### src/rtl/decode_pipe.sv
// Registered decode stage: decodes one 16-bit instruction per cycle into an ID/EX
// control bundle, with load-use stall detection, branch flush and sticky halt.
module decode_pipe #(
    parameter int DATA_W    = 16,
    parameter bit HAZARD_EN = 1'b1
) (
    input  logic              clk,
    input  logic              rst,
    input  logic              in_valid,
    input  logic [15:0]       in_instr,
    input  logic [DATA_W-1:0] in_pc2,
    output logic              in_ready,
    input  logic              out_ready,
    input  logic              flush,
    output logic              out_valid,
    output logic [3:0]        out_rd,
    output logic [3:0]        out_rs,
    output logic [3:0]        out_rt,
    output logic [DATA_W-1:0] out_imm,
    output logic [DATA_W-1:0] out_pc2,
    output logic [3:0]        out_alu_op,
    output logic              out_alu_src1,
    output logic              out_alu_src2,
    output logic              out_mem_we,
    output logic              out_mem_re,
    output logic              out_reg_we,
    output logic              out_reg_wsrc,
    output logic              out_branch,
    output logic [2:0]        out_branch_cond,
    output logic              out_halt,
    output logic              halted
);

    typedef enum logic [3:0] {
        OP_ADD    = 4'h0, OP_SUB = 4'h1, OP_XOR = 4'h2, OP_RED = 4'h3,
        OP_SLL    = 4'h4, OP_SRA = 4'h5, OP_ROR = 4'h6, OP_PADDSB = 4'h7,
        OP_LW     = 4'h8, OP_SW  = 4'h9, OP_LLB = 4'hA, OP_LHB = 4'hB,
        OP_B      = 4'hC, OP_BR  = 4'hD, OP_PCS = 4'hE, OP_HLT = 4'hF
    } opcode_t;

    typedef struct packed {
        logic [3:0]        rd;
        logic [3:0]        rs;
        logic [3:0]        rt;
        logic [DATA_W-1:0] imm;
        logic [DATA_W-1:0] pc2;
        logic [3:0]        alu_op;
        logic              alu_src1;
        logic              alu_src2;
        logic              mem_we;
        logic              mem_re;
        logic              reg_we;
        logic              reg_wsrc;
        logic              branch;
        logic [2:0]        cond;
        logic              halt;
    } bundle_t;

    opcode_t w_op;
    bundle_t w_dec;
    logic    w_reads_rs;
    logic    w_reads_rt;
    logic    w_hazard;
    logic    w_accept;

    bundle_t r_out;
    logic    r_valid;
    logic    r_halted;

    always_comb begin
        w_op        = opcode_t'(in_instr[15:12]);
        w_dec       = '0;
        w_dec.rd    = in_instr[11:8];
        w_dec.rs    = in_instr[7:4];
        w_dec.rt    = in_instr[3:0];
        w_dec.imm   = {{(DATA_W-4){in_instr[3]}}, in_instr[3:0]};
        w_dec.pc2   = in_pc2;
        w_reads_rs  = 1'b0;
        w_reads_rt  = 1'b0;
        case (w_op)
            OP_ADD, OP_SUB, OP_XOR, OP_RED, OP_PADDSB: begin
                case (w_op)
                    OP_SUB:    w_dec.alu_op = 4'd1;
                    OP_XOR:    w_dec.alu_op = 4'd2;
                    OP_RED:    w_dec.alu_op = 4'd8;
                    OP_PADDSB: w_dec.alu_op = 4'd9;
                    default:   w_dec.alu_op = 4'd0;
                endcase
                w_dec.reg_we = 1'b1;
                w_reads_rs   = 1'b1;
                w_reads_rt   = 1'b1;
            end
            OP_SLL, OP_SRA, OP_ROR: begin
                w_dec.alu_op   = {2'b01, w_op[1:0]};
                w_dec.alu_src2 = 1'b1;
                w_dec.reg_we   = 1'b1;
                w_reads_rs     = 1'b1;
            end
            OP_LW: begin
                w_dec.alu_op   = 4'd10;
                w_dec.alu_src2 = 1'b1;
                w_dec.imm      = {{(DATA_W-5){in_instr[3]}}, in_instr[3:0], 1'b0};
                w_dec.reg_we   = 1'b1;
                w_dec.reg_wsrc = 1'b1;
                w_dec.mem_re   = 1'b1;
                w_reads_rs     = 1'b1;
            end
            OP_SW: begin
                // store data register lives in the rd slot of the encoding
                w_dec.rt       = in_instr[11:8];
                w_dec.alu_op   = 4'd10;
                w_dec.alu_src2 = 1'b1;
                w_dec.imm      = {{(DATA_W-5){in_instr[3]}}, in_instr[3:0], 1'b0};
                w_dec.mem_we   = 1'b1;
                w_reads_rs     = 1'b1;
                w_reads_rt     = 1'b1;
            end
            OP_LLB, OP_LHB: begin
                w_dec.rs       = in_instr[11:8];
                w_dec.alu_op   = w_op[0] ? 4'd12 : 4'd11;
                w_dec.alu_src2 = 1'b1;
                w_dec.imm      = {{(DATA_W-8){1'b0}}, in_instr[7:0]};
                w_dec.reg_we   = 1'b1;
                w_reads_rs     = 1'b1;
            end
            OP_B: begin
                w_dec.alu_op   = 4'd10;
                w_dec.alu_src1 = 1'b1;
                w_dec.alu_src2 = 1'b1;
                w_dec.imm      = {{(DATA_W-10){in_instr[8]}}, in_instr[8:0], 1'b0};
                w_dec.branch   = 1'b1;
                w_dec.cond     = in_instr[11:9];
            end
            OP_BR: begin
                w_dec.alu_op = 4'd13;
                w_dec.branch = 1'b1;
                w_dec.cond   = in_instr[11:9];
                w_reads_rs   = 1'b1;
            end
            OP_PCS: begin
                w_dec.alu_op   = 4'd13;
                w_dec.alu_src1 = 1'b1;
                w_dec.reg_we   = 1'b1;
            end
            OP_HLT: begin
                w_dec.halt = 1'b1;
            end
        endcase
    end

    // A load still in the output register cannot forward; hold back any reader of its rd.
    assign w_hazard = HAZARD_EN && r_valid && r_out.mem_re && (r_out.rd != 4'd0) &&
                      ((w_reads_rs && (w_dec.rs == r_out.rd)) ||
                       (w_reads_rt && (w_dec.rt == r_out.rd)));

    assign in_ready = !rst && !flush && !r_halted && !w_hazard && (!r_valid || out_ready);
    assign w_accept = in_valid && in_ready;

    always_ff @(posedge clk) begin
        if (rst) begin
            r_out    <= '0;
            r_valid  <= 1'b0;
            r_halted <= 1'b0;
        end else if (flush) begin
            r_valid  <= 1'b0;
            r_halted <= 1'b0;
        end else if (w_accept) begin
            r_out   <= w_dec;
            r_valid <= 1'b1;
            if (w_dec.halt) begin
                r_halted <= 1'b1;
            end
        end else if (out_ready) begin
            r_valid <= 1'b0;
        end
    end

    assign out_valid       = r_valid;
    assign halted          = r_halted;
    assign out_rd          = r_out.rd;
    assign out_rs          = r_out.rs;
    assign out_rt          = r_out.rt;
    assign out_imm         = r_out.imm;
    assign out_pc2         = r_out.pc2;
    assign out_alu_op      = r_out.alu_op;
    assign out_alu_src1    = r_out.alu_src1;
    assign out_alu_src2    = r_out.alu_src2;
    assign out_mem_we      = r_out.mem_we;
    assign out_mem_re      = r_out.mem_re;
    assign out_reg_we      = r_out.reg_we;
    assign out_reg_wsrc    = r_out.reg_wsrc;
    assign out_branch      = r_out.branch;
    assign out_branch_cond = r_out.cond;
    assign out_halt        = r_out.halt;

endmodule

### config.mk
export PLATFORM = sky130hd
export DESIGN_NAME = decode_pipe
export DESIGN_NICKNAME = d
export VERILOG_FILES = /design/src/rtl/decode_pipe.sv
export SDC_FILE = /design/constraint.sdc
export NUM_CORES = 1
export LEC_CHECK = 0
export ABC_CLOCK_PERIOD_IN_PS = 2500
export CAP_MARGIN = 0
export CELL_PAD_IN_SITES_DETAIL_PLACEMENT = 2
export CELL_PAD_IN_SITES_GLOBAL_PLACEMENT = 2
export CORE_AREA = 3 3 112 114
export CTS_BUF_LIST = sky130_fd_sc_hd__clkbuf_8
export CTS_CLUSTER_SIZE = 8
export DETAILED_ROUTE_END_ITERATION = 10
export DIE_AREA = 0 0 115 117
export MAX_ROUTING_LAYER = met4
export PLACE_DENSITY_LB_ADDON = 0.1
export SETUP_SLACK_MARGIN = 0.05
export SLEW_MARGIN = 20
export SYNTH_ARGS = -nofsm -noshare
export SYNTH_HDL_FRONTEND = slang
export SYNTH_SLANG_ARGS = --single-unit
### constraint.sdc
create_clock -name clk -period 2.5 [get_ports clk]
set_clock_uncertainty 0.2 [all_clocks]
set_input_delay 0.375 -clock clk [delete_from_list [all_inputs] [get_ports clk]]
set_output_delay 0.375 -clock clk [all_outputs]
set_load 0.005 [all_outputs]
Word level (Yosys, flattened, before mapping)

Cells that the tools add are included.

Equal/unequal tests: 17
Muxes and demuxes: 17
Bitwise logic cells: 1
Reductions and logical operators: 35

Operators by type and width:

| cell                 | number |
|---|---|
| $pmux W16 S3         | 1 |
| $eq A4 B4 Y1 const B | 8 |
| $pmux W4 S5          | 1 |
| $eq A4 B3 Y1 const B | 4 |
| $pmux W4 S4          | 1 |
| $reduce_or A13 Y1    | 1 |
| $mux W4              | 3 |
| $reduce_or A12 Y1    | 1 |
| $reduce_or A2 Y1     | 6 |
| $logic_and A1 B1 Y1  | 10 |
| $mux W1              | 10 |
| $eq A4 B2 Y1 const B | 2 |
| $eq A4 B4 Y1         | 2 |
| $reduce_or A8 Y1     | 1 |
| $reduce_or A3 Y1     | 2 |
| $reduce_or A6 Y1     | 1 |
| $logic_not A1 Y1     | 5 |
| $reduce_or A5 Y1     | 1 |
| $eq A4 B1 Y1 const B | 1 |
| $logic_not A4 Y1     | 1 |
| $reduce_and A2 Y1    | 2 |
| $reduce_bool A4 Y1   | 1 |
| $mux W3              | 1 |
| $logic_or A1 B1 Y1   | 2 |
| 2 further kinds      | 2 |

Bits in registers: 60
Logic and storage cells: 86

Longest topological paths before layout

Gate-level depths: netlist (run 1).

Word-level depth: 12
Mapped depth: 10
Depth with buffers taken out: 6

Least setup slack after synthesis (run 1)

No wires, ideal clock.

Kind: input port to flip-flop
Start point: in in_instr[15]
End point: reg r_out, in the netlist out_pc2[11]
Setup time: 0.132 ns
Arrival: 2.374 ns
Path slack: -0.207 ns
Stages: 10
Buffers on the path: 4
Cells stage by stage: buf_2 and4bb_1 buf_6 or4_4 a2111oi_4 a311oi_1 buf_2 buf_2 nand3_1 a21oi_1

Longest elaborated chain between the ends: 12

Ends and longest elaborated chain:

| what                                | line | RTL |
|---|---|---|
| start, declared                     | 10   | `input logic [15:0] in_instr,` |
| $eq A4 B4 Y1                        | 80   | `case (w_op)` |
| $reduce_or A2 Y1                    | 80   |  |
| $mux W4                             | 80   |  |
| $eq A4 B4 Y1                        | 153  | `((w_reads_rs && (w_dec.rs == r_out.rd)) \|\|` |
| $logic_and A1 B1 Y1                 | 153  |  |
| $logic_or A1 B1 Y1 *                | 153  |  |
| $logic_and A1 B1 Y1 *               | 152  | `assign w_hazard = HAZARD_EN && r_valid && r_out.mem_re && (r_out.rd != 4'd0) &&` |
| $logic_not A1 Y1 *                  | 156  | `assign in_ready = !rst && !flush && !r_halted && !w_hazard && (!r_valid \|\| out_ready);` |
| $logic_and A1 B1 Y1 * (2 in series) | 156  |  |
| $logic_and A1 B1 Y1 *               | 157  | `assign w_accept = in_valid && in_ready;` |
| $reduce_and A2 Y1 (no line) *       | -    |  |
| end signal, assigned                | 168  | `r_out <= w_dec;` |
| end, declared                       | 66   | `bundle_t r_out;` |

Mark *: on every way between the ends. The rest lies on a longest branch, timed or not.
A chain may end at the register's enable or synchronous reset.

Worst setup path after layout (run 1)

Start point: reg r_out, in the netlist out_rd[0]
End point: out in_ready

Longest elaborated chain between the ends: 7

Ends and longest elaborated chain:

| what                                   | line     | RTL |
|---|---|---|
| $eq A4 B4 Y1 (on tied branches)        | 153, 154 |  |
| $logic_and A1 B1 Y1 (on tied branches) | 153, 154 |  |
| $logic_or A1 B1 Y1                     | 153      |  |
| $logic_and A1 B1 Y1 *                  | 152      |  |
| $logic_not A1 Y1 *                     | 156      |  |
| $logic_and A1 B1 Y1 * (2 in series)    | 156      |  |
| end, declared                          | 12       | `output logic in_ready,` |

Marked as above.

==> results of run 1 <==
synthesized netlist by cell type, drive strengths merged, types with 4 or more instances:
master and instances:
o21ai 42, nand3 25, a211oi 18, nor2 9, clkbuf 18, buf 21, xor2 4, nor2b 9
dfxtp 54, xnor2 5, nand2b 9, nand2 11, mux2i 13, nand4 6, a21oi 51
cell usage in the layout, fill, tap and decap left out, types with 4 or more instances in the layout:
cell and instances:
buf_4 60, nand2b_1 9, clkdlybuf4s50_1 85, buf_6 8
o21ai_0 9, a21oi_1 14, nand3_1 4, nand2_1 10
nand3_2 11, dlygate4sd2_1 6, a21oi_2 21, nor2b_1 9
nand4_1 6, mux2i_1 8, buf_16 8, o21ai_4 6
o21ai_1 13, buf_12 11, a211oi_2 18, o21ai_2 14
nand3_4 10, clkbuf_8 5, a21oi_4 16, dfxtp_1 53
nor2_1 8
worst max-delay path, stage by stage (launching register included):
cell,delay [ps]
dfxtp_2,360
xor2_1,160
or4_4,530
a2111oi_4,350
and3_4,280
nor4_4,50
buf_2,140
report_power, final:
group          total [W]  switching, W  leakage [nW]  internal [W]
registers       0.000920     0.0000282         0.440      0.000892
logic           0.000606      0.000281          1.46      0.000325
clock network   0.000650      0.000344        0.0563      0.000306
kinds of logic after synthesis:
logic type      after synthesis  share of synthesized area [%]
compound gates              129                          29.33
simple gates                 82                          16.18
flops                        54                          38.62
buf+inv                      41                          8.046
mux                          13                          4.649
xor+xnor                      9                          2.816
fa+ha+maj                     1                         0.3576
sequential cells by signal, summed over array words and instances (netlist names), 3 cells and up:
register	flops
out_pc2	16
out_imm	10
out_alu_op	4
out_rd	4
out_rs	4
out_rt	4
out_branch_cond	3
layer usage:
| metal | routed length (um) | track usage (%) | up-vias |
|---|---|---|---|
| met5 | 0 | - | - |
| met4 | 329 | 4.851 | 0 |
| met3 | 454 | 2.571 | 23 |
| met2 | 7403 | 34.41 | 83 |
| met1 | 6227 | 25.51 | 1639 |
| li1 | - | - | 1506 |
stage by stage:
stage	total power [W]	util [%]	setup WS (ps)	hold WS, ps	cell area [um2]
3_5_place_dp	0.001367	37.04	-1013	272.0	4265
3_3_place_gp	0.001357	37.04	-957.8	258.2	4265
2_1_floorplan	0.001114	-	-178.8	258.9	2861
6_report	0.002176	48.58	-274.8	265.9	5594
5_1_grt	0.002272	48.58	-340.9	286.3	5594
4_1_cts	0.002112	43.25	-212.5	252.6	4981
what timing repair did:
item / CTS / global route
setup endpoints to repair: 55 / 55
pin swaps: 35 / 64
resized for setup: 99 / 128
gates cloned: 8 / 0
buffers inserted: 13 / 14
hold buffers: 0 / 0
cell type report:
class | instances | share of cell area, %
clock buffers | 5 | 1.230
repair buffers | 186 | 34.80
flip-flops and latches | 54 | 19.35
clock inverters | 3 | 0.8723
well taps | 143 | 3.198
multi-input cells | 234 | 40.42
inverters | 2 | 0.1342
final timing paths:
kind                        end  slack, ps  depth (start not counted)
setup / recovery       in_ready       -270                          6
hold reg to reg      out_pc2[1]        270                          2
hold / removal       out_pc2[1]        270                          2
setup reg to reg  out_alu_op[2]       -240                         10
==> impl_metrics.env, run 1 <==
export IMPL_min_path_type="reg2reg"
export IMPL_synth_top_cells_by_area="dfxtp_1 39%, a21oi_1 9.1%, o21ai_0 6.8%"
export IMPL_rows=39
export IMPL_ys_seq_elements=54
export IMPL_rsz0062_at_grt="true"
export IMPL_synth_fp_nets=366
export IMPL_dieArea_mm2=0.01346
export IMPL_slew_headroom_pct=44.31
export IMPL_cap_viol_max_count=0
export IMPL_yosys_warnings=0
export IMPL_max_vdd_ir_drop_mv=0.2284
export IMPL_dp_hpwl_mm=8.331
export IMPL_place_congestion=0.7873
export IMPL_synth_edff_count=0
export IMPL_dp_cells=589
export IMPL_violations="negative setup slack"
export IMPL_cts_htree_levels=2
export IMPL_worstSkewPairLatency_ps=340
export IMPL_grt_usage_pct=20.19
export IMPL_grt_pass1_vias=3423
export IMPL_grt_max_degree=55
export IMPL_avgSynthCellArea_um2=8.507
export IMPL_outcome="finished, violations left"
export IMPL_syn_inst=329
export IMPL_register_area_mm2=0.001082
export IMPL_gr_total_overflow=0
export IMPL_synth_area_leader_cell="dfxtp_1"
export IMPL_worstPathMaxFanout=2
export IMPL_port_buffer_count=98
export IMPL_hold_viol=0
export IMPL_multi_input_area_mm2=0.002261
export IMPL_drt_total_wl_mm=14.41
export IMPL_clkTransAtPathRegs_ps=120
export IMPL_drv_slew=0
export IMPL_nets=520
export IMPL_finalSetupTns_ps=-7161
export IMPL_wl_per_cell_um=22.99
export IMPL_core_mm2=0.01152
export IMPL_required_ps=1920
export IMPL_setup_viol_count_final=55
export IMPL_tightest_slew_ps=835.3
export IMPL_instances_no_fill=627
export IMPL_cts_root_buf="clkbuf_8"
export IMPL_synthArstFlopShare_pct=0
export IMPL_antenna_found_initial=0
export IMPL_synth_area_mm2=0.002799
export IMPL_drtAntennaViolNets=0
export IMPL_die_w_um=115
export IMPL_die_h_um=117
export IMPL_cts_sinks=54
export IMPL_leakage_nw=1.958
export IMPL_ys_seq_area_share_pct=38.62
export IMPL_n_antenna_cell=0
export IMPL_p_per_area_mw_per_mm2=389.0
export IMPL_cp_arrival_ps=2200
export IMPL_crit_path_end_kind="output port"
export IMPL_vias_per_cell=5.185
export IMPL_min_from="out_pc2[1]"
export IMPL_boundaryPins=99
export IMPL_dr_pass1_iters=4
export IMPL_syn2layout_area_growth_pct=99.87
export IMPL_worstSetupPathType="reg2out"
export IMPL_r2r_start="out_rd[0]"
export IMPL_first_iter_violations=132
export IMPL_post_route_min_period_ps=2775
export IMPL_synth_top_area_share_pct=38.62
export IMPL_startpoint_type="register"
export IMPL_drcViolationCount=0
export IMPL_fin_crit_sh_pct=111.0
export IMPL_cts_tree="done"
export IMPL_synth_cell_types=45
export IMPL_clock_path_buffers=2
export IMPL_grt_pass1_wl_mm=20.31
export IMPL_drive_gt1_share_pct=46.07
export IMPL_ys_flop_type="dfxtp_1"
export IMPL_cts_made_buffers=5
export IMPL_initial_core_util_pct=24.30
export IMPL_vias=3251
export IMPL_crit_start="out_rd[0]"
export IMPL_fmaxAchievable_mhz=360.4
export IMPL_nFillCells=1178
export IMPL_fin_ws_ps=-274.8
Note: power is estimated with default switching activity, not from simulation.
==> run 2, diff against run 1 <==
--- a/config.mk
+++ b/config.mk
@@ -5,16 +5,15 @@
 export SDC_FILE = /design/constraint.sdc
 export NUM_CORES = 1
 export LEC_CHECK = 0
-export ABC_CLOCK_PERIOD_IN_PS = 2500
+export ABC_CLOCK_PERIOD_IN_PS = 3490
 export CAP_MARGIN = 0
 export CELL_PAD_IN_SITES_DETAIL_PLACEMENT = 2
 export CELL_PAD_IN_SITES_GLOBAL_PLACEMENT = 2
-export CORE_AREA = 3 3 112 114
+export CORE_AREA = 3 3 104 106
 export CTS_BUF_LIST = sky130_fd_sc_hd__clkbuf_8
 export CTS_CLUSTER_SIZE = 8
 export DETAILED_ROUTE_END_ITERATION = 10
-export DIE_AREA = 0 0 115 117
-export MAX_ROUTING_LAYER = met4
+export DIE_AREA = 0 0 107 109
 export PLACE_DENSITY_LB_ADDON = 0.1
 export SETUP_SLACK_MARGIN = 0.05
 export SLEW_MARGIN = 20
==> constraint.sdc (replaced) <==
create_clock -name clk -period 3.49 [get_ports clk]
set_clock_uncertainty 0.2 [all_clocks]
set_input_delay 0.5235 -clock clk [delete_from_list [all_inputs] [get_ports clk]]
set_output_delay 0.5235 -clock clk [all_outputs]
set_load 0.005 [all_outputs]
==> impl_metrics.env, run 2 (same netlist as run 1, synthesis figures left out) <==
export IMPL_place_congestion=0.8235
export IMPL_clkPwrFrac_pct=27.1
export IMPL_worst_path_buf_inv=3
export IMPL_nets=479
export IMPL_drt_total_wl_mm=10.65
export IMPL_grt_usage_pct=18.58
export IMPL_placed_area_mm2=0.004045
export IMPL_vias=2970
export IMPL_p_per_area_mw_per_mm2=305.9
export IMPL_port_buffer_count=98
export IMPL_p_seq_share_pct=50.2
export IMPL_dr_pass1_iters=4
export IMPL_worstSetupPathType="in2out"
export IMPL_max_vdd_ir_drop_mv=0.1558
export IMPL_grt_pass1_wl_mm=17.15
export IMPL_die_w_um=107
export IMPL_boundaryPins=99
export IMPL_setup_viol_count_final=0
export IMPL_rsz0062_at_grt="false"
export IMPL_hold_viol=0
export IMPL_dp_hpwl_mm=7.694
export IMPL_syn2layout_area_growth_pct=52.03
export IMPL_layout_commonest_cell="clkdlybuf4s50_1"
export IMPL_tightest_slew_ps=633.7
export IMPL_finalPower_w=0.001302
export IMPL_grt_pass1_vias=3126
export IMPL_cap_viol_max_count=0
export IMPL_mostFrequentLayoutCells="92 x clkdlybuf4s50_1, 54 x dfxtp_1, 51 x a21oi_1"
export IMPL_clkTransAtPathRegs_ps=90
export IMPL_crit_family="simple AND/OR/NAND/NOR gates"
export IMPL_initial_core_util_pct=28.37
export IMPL_fmaxAchievable_mhz=302.5
export IMPL_vias_per_cell=5.174
export IMPL_switching_share_pct=26.89
export IMPL_drv_slew=0
export IMPL_final_util_pct=43.14
export IMPL_outcome="completed"
export IMPL_rows=36
export IMPL_worstSkewPairLatency_ps=310
export IMPL_p_int_w=0.0009518
export IMPL_drtAntennaViolNets=0
export IMPL_wl_per_cell_um=18.55
export IMPL_post_route_min_period_ps=3305
export IMPL_instances_no_fill=574
export IMPL_worstPathCellList="clkdlybuf4s50_1 > nor2b_1 > or4_4 > a2111oi_4 > and3_1 > nor4_2 > buf_4 > clkdlybuf4s15_2"
export IMPL_crit_path_end_kind="output port"
export IMPL_n_antenna_cell=0
export IMPL_max_stage_delay_ps=550
export IMPL_cts_root_buf="clkbuf_8"
export IMPL_required_ps=2770
export IMPL_antenna_found_initial=0
export IMPL_min_path_type="reg2reg"
export IMPL_cts_sinks=54
export IMPL_drcViolationCount=0
export IMPL_die_h_um=109
export IMPL_dp_cells=559
export IMPL_cts_tree="done"
export IMPL_first_iter_violations=96
export IMPL_clock_path_buffers=2
export IMPL_place_ws_ps=-402.8
export IMPL_grt_util_met2_pct=32.82
export IMPL_core_mm2=0.009864
export IMPL_cts_htree_levels=2
export IMPL_cp_slowest_cell="or4_4"
export IMPL_fin_ws_ps=184.6
export IMPL_startpoint_type="primary input"
export IMPL_gr_total_overflow=0
export IMPL_grt_max_degree=55
export IMPL_leakage_nw=1.509
export IMPL_cts_made_buffers=5
export IMPL_slew_headroom_pct=57.75
export IMPL_fin_crit_sh_pct=94.71
export IMPL_cp_arrival_ps=2580
export IMPL_drive_gt1_share_pct=17.91
export IMPL_grtUsageMet1_pct=23.84
export IMPL_combPwrFrac_pct=22.6
export IMPL_grt_busiest_layer="met2"
export IMPL_globalRouteMet3Util_pct=3.079
export IMPL_largest_reg_flops=16
export IMPL_finalInstanceArea_mm2=0.004255
export IMPL_switching_power_w=0.0003501
export IMPL_dieArea_mm2=0.01166
export IMPL_worstPathMaxFanout=2
[run 2: changes by cell type in the layout (fill, tap and decap cells not counted), sizes merged]
cell | previous run | this run
dlygate4sd2 | 6 | 3
clkbuf | 7 | 6
clkinvlp | 1 | 0
bufinv | 1 | 0
inv | 3 | 2
clkdlybuf4s50 | 85 | 92
buf | 91 | 48
[run 2: timing repair]
action / CTS / global route
setup buffers: 3 / 6
pin swaps: 4 / 3
setup endpoints to repair: 18 / 1
gates resized for setup: 13 / 4
hold buffers: 0 / 0
cloned: 0 / 0
[run 2: worst min-delay path: stages, from the launching register on]
cell      delay (ps)
dfxtp_1          320
nand2b_1          60
o21ai_1           50
[run 2: area by class of cell]
cell class | count | area (um2)
Tap cell | 133 | 166.4
Multi-Input combinational cell | 234 | 1560
Clock buffer | 6 | 82.58
Inverter | 2 | 7.507
Sequential cell | 54 | 1081
Timing Repair Buffer | 145 | 1358
Fill cell | 1097 | 5609
[run 2: power by group through the flow]
stage | combinational (W) | sequential [W] | clock [W]
finish | 0.000295 | 0.000654 | 0.000353
global route | 0.000321 | 0.000658 | 0.000396
CTS | 0.000293 | 0.000654 | 0.000376
detailed placement | 0.000285 | 0.000668 | 0
global placement | 0.000279 | 0.000668 | 0
floorplan | 0.000124 | 0.000668 | 0
[run 2: worst paths after layout]
kind | depth (start not counted) | from | slack [ps] | to
max | 8 | in_instr[2] | 180 | in_ready
min | 2 | out_branch_cond[1] | 270 | out_branch_cond[1]
max reg2reg | 9 | out_rd[3] | 730 | out_branch
min reg2reg | 2 | out_branch_cond[1] | 270 | out_branch_cond[1]
[run 2: through the flow]
step | hold slack [ps] | TNS, ps
after global routing | 312.9 | 0
final | 269.0 | 0
after floorplan | 258.9 | 0
after global placement | 260.1 | -5563
after detailed placement | 259.9 | -7434
after CTS | 276.3 | 0
[run 2: routing by layer]
| metal | wire [um] | up-vias |
|---|---|---|
| met5 | 0 | - |
| met4 | 120 | 0 |
| met3 | 400 | 8 |
| met2 | 5381 | 70 |
| met1 | 4746 | 1477 |
| li1 | - | 1415 |
==> run 3, diff against run 2 <==
--- a/config.mk
+++ b/config.mk
@@ -9,11 +9,11 @@
 export CAP_MARGIN = 0
 export CELL_PAD_IN_SITES_DETAIL_PLACEMENT = 2
 export CELL_PAD_IN_SITES_GLOBAL_PLACEMENT = 2
-export CORE_AREA = 3 3 104 106
+export CORE_AREA = 2 2 103 105
 export CTS_BUF_LIST = sky130_fd_sc_hd__clkbuf_8
 export CTS_CLUSTER_SIZE = 8
 export DETAILED_ROUTE_END_ITERATION = 10
-export DIE_AREA = 0 0 107 109
+export DIE_AREA = 0 0 105 107
 export PLACE_DENSITY_LB_ADDON = 0.1
 export SETUP_SLACK_MARGIN = 0.05
 export SLEW_MARGIN = 20
==> impl_metrics.env, run 3 (same netlist as run 1, synthesis figures left out) <==
export IMPL_dr_pass1_iters=4
export IMPL_initial_core_util_pct=27.73
export IMPL_p_int_w=0.0009487
export IMPL_combPwrFrac_pct=21.5
export IMPL_grt_usage_pct=18.94
export IMPL_max_vdd_ir_drop_mv=0.1733
export IMPL_worst_path_buf_inv=2
export IMPL_crit_path_end_kind="output port"
export IMPL_leakage_nw=1.441
export IMPL_grt_pass1_wl_mm=17.18
export IMPL_outcome="completed"
export IMPL_cp_arrival_ps=2590
export IMPL_switching_share_pct=27.74
export IMPL_cts_hold_buf=0
export IMPL_post_route_min_period_ps=3309
export IMPL_largest_reg_flops=16
export IMPL_rows=37
export IMPL_place_congestion=0.8029
export IMPL_dp_cells=557
export IMPL_drive_gt1_share_pct=15.78
export IMPL_grt_max_degree=55
export IMPL_fmaxAchievable_mhz=302.2
export IMPL_wl_per_cell_um=18.59
export IMPL_nFillCells=1167
export IMPL_crit_family="simple AND/OR/NAND/NOR gates"
export IMPL_hold_viol=0
export IMPL_worstHoldEndpoint="out_branch_cond[2]"
export IMPL_clkPwrFrac_pct=28.6
export IMPL_tightest_slew_ps=685.6
export IMPL_max_stage_delay_ps=550
export IMPL_fin_crit_sh_pct=94.81
export IMPL_drcViolationCount=0
export IMPL_switching_power_w=0.0003643
export IMPL_cts_htree_levels=2
export IMPL_r2r_start="out_rd[3]"
export IMPL_min_path_type="reg2reg"
export IMPL_gr_total_overflow=0
export IMPL_drv_slew=0
export IMPL_cp_num_cells=7
export IMPL_n_antenna_cell=0
export IMPL_finalPower_w=0.001313
export IMPL_clkTransAtPathRegs_ps=100
export IMPL_vias_per_cell=5.205
export IMPL_instances_no_fill=567
export IMPL_drtAntennaViolNets=0
export IMPL_p_seq_share_pct=49.9
export IMPL_setup_viol_count_final=0
export IMPL_cts_made_buffers=5
export IMPL_clock_path_buffers=2
export IMPL_cp_slowest_cell="or4_4"
export IMPL_startpoint_type="primary input"
export IMPL_rr_endpoint="out_branch_cond[1]"
export IMPL_cap_viol_max_count=0
export IMPL_antenna_found_initial=0
export IMPL_worstPathMaxFanout=4
export IMPL_final_util_pct=41.21
export IMPL_reg2reg_setup_slack_ps=540
export IMPL_dieArea_mm2=0.01124
export IMPL_min_from="out_branch_cond[2]"
export IMPL_die_w_um=105
export IMPL_core_mm2=0.01009
export IMPL_rsz0062_at_grt="false"
export IMPL_boundaryPins=99
export IMPL_cts_tree="done"
export IMPL_worstPathCellList="clkdlybuf4s50_1 > and4bb_4 > or4_4 > a2111oi_4 > and3_4 > nor4_1 > clkbuf_2"
export IMPL_dp_hpwl_mm=7.635
export IMPL_worstSetupPathType="in2out"
export IMPL_layout_commonest_cell="clkdlybuf4s50_1"
export IMPL_worstSkewPairLatency_ps=320
export IMPL_hold_depth=2
export IMPL_vias=2951
export IMPL_slew_headroom_pct=53.87
export IMPL_cts_root_buf="clkbuf_8"
export IMPL_drt_total_wl_mm=10.54
export IMPL_die_h_um=107
export IMPL_syn2layout_area_growth_pct=48.59
export IMPL_cts_sinks=54
export IMPL_nets=467
export IMPL_first_iter_violations=70
export IMPL_mostFrequentLayoutCells="96 x clkdlybuf4s50_1, 54 x dfxtp_1, 51 x a21oi_1"
export IMPL_reg2reg_depth=8
export IMPL_port_buffer_count=98
export IMPL_required_ps=2770
export IMPL_p_per_area_mw_per_mm2=315.7
export IMPL_grt_pass1_vias=3232
==> run 3: final cells by class <==
class	count	area (um2)	share of cell area, %
inverter	2	7.507	0.1805
clock inverter	2	12.51	0.3008
timing repair buffer	133	1250	30.05
multi-input combinational	234	1555	37.39
sequential	54	1081	25.99
tap	136	170.2	4.091
clock buffer	6	82.58	1.986
==> run 3: worst max path at each step <==
stage | start | to | slack, ps
floorplan | in_instr[15] | out_pc2[11] | 630
global placement | in_instr[14] | out_branch_cond[0] | -190
detailed placement | in_instr[14] | out_branch_cond[1] | -350
CTS | in_instr[14] | in_ready | 60
global route | in_instr[14] | in_ready | 80
finish | in_instr[14] | in_ready | 180
==> run 3: power by group through the flow <==
| stage | clock (W) | sequential (W) | combinational [W] |
|---|---|---|---|
| CTS | 0.000390 | 0.000655 | 0.000285 |
| global placement | 0 | 0.000668 | 0.000273 |
| global route | 0.000408 | 0.000658 | 0.000309 |
| finish | 0.000375 | 0.000655 | 0.000283 |
| floorplan | 0 | 0.000668 | 0.000124 |
| detailed placement | 0 | 0.000669 | 0.000281 |
==> run 3: layer usage <==
| layer | GRT usage, % | up-vias | part of all wire (%) |
|---|---|---|---|
| met1 | 23.05 | 1473 | 44 |
| met5 | 0 | - | 0 |
| li1 | - | 1397 | - |
| met3 | 3.222 | 9 | 3.5 |
| met2 | 34.88 | 72 | 52 |
| met4 | 4.095 | 0 | 1.3 |
==> run 3: repair_timing <==
item                       in CTS  in global routing
gates resized for setup         8                  3
pin swaps                       3                  1
buffers inserted                1                  1
setup endpoints to repair       5                  1
==> run 3: per-stage QoR <==
step	hold slack [ps]	cell area, um2	TNS (ps)	worst slack [ps]
3_3_place_gp	259.6	4011	-2388	-190.2
5_1_grt	311.2	4159	0	84.90
6_report	281.1	4159	0	181.1
3_5_place_dp	271.0	4011	-5783	-346.1
4_1_cts	286.5	4138	0	62.92
2_1_floorplan	258.9	2799	0	635.0
==> run 3: worst register-to-register path: stages (launching register included) <==
cell       delay (ps)
dfxtp_1           430
nor4_1            660
a2111oi_4         100
buf_4             160
buf_4             120
a311o_2           340
nor2_4            510
buf_4             250
o21ai_1            70
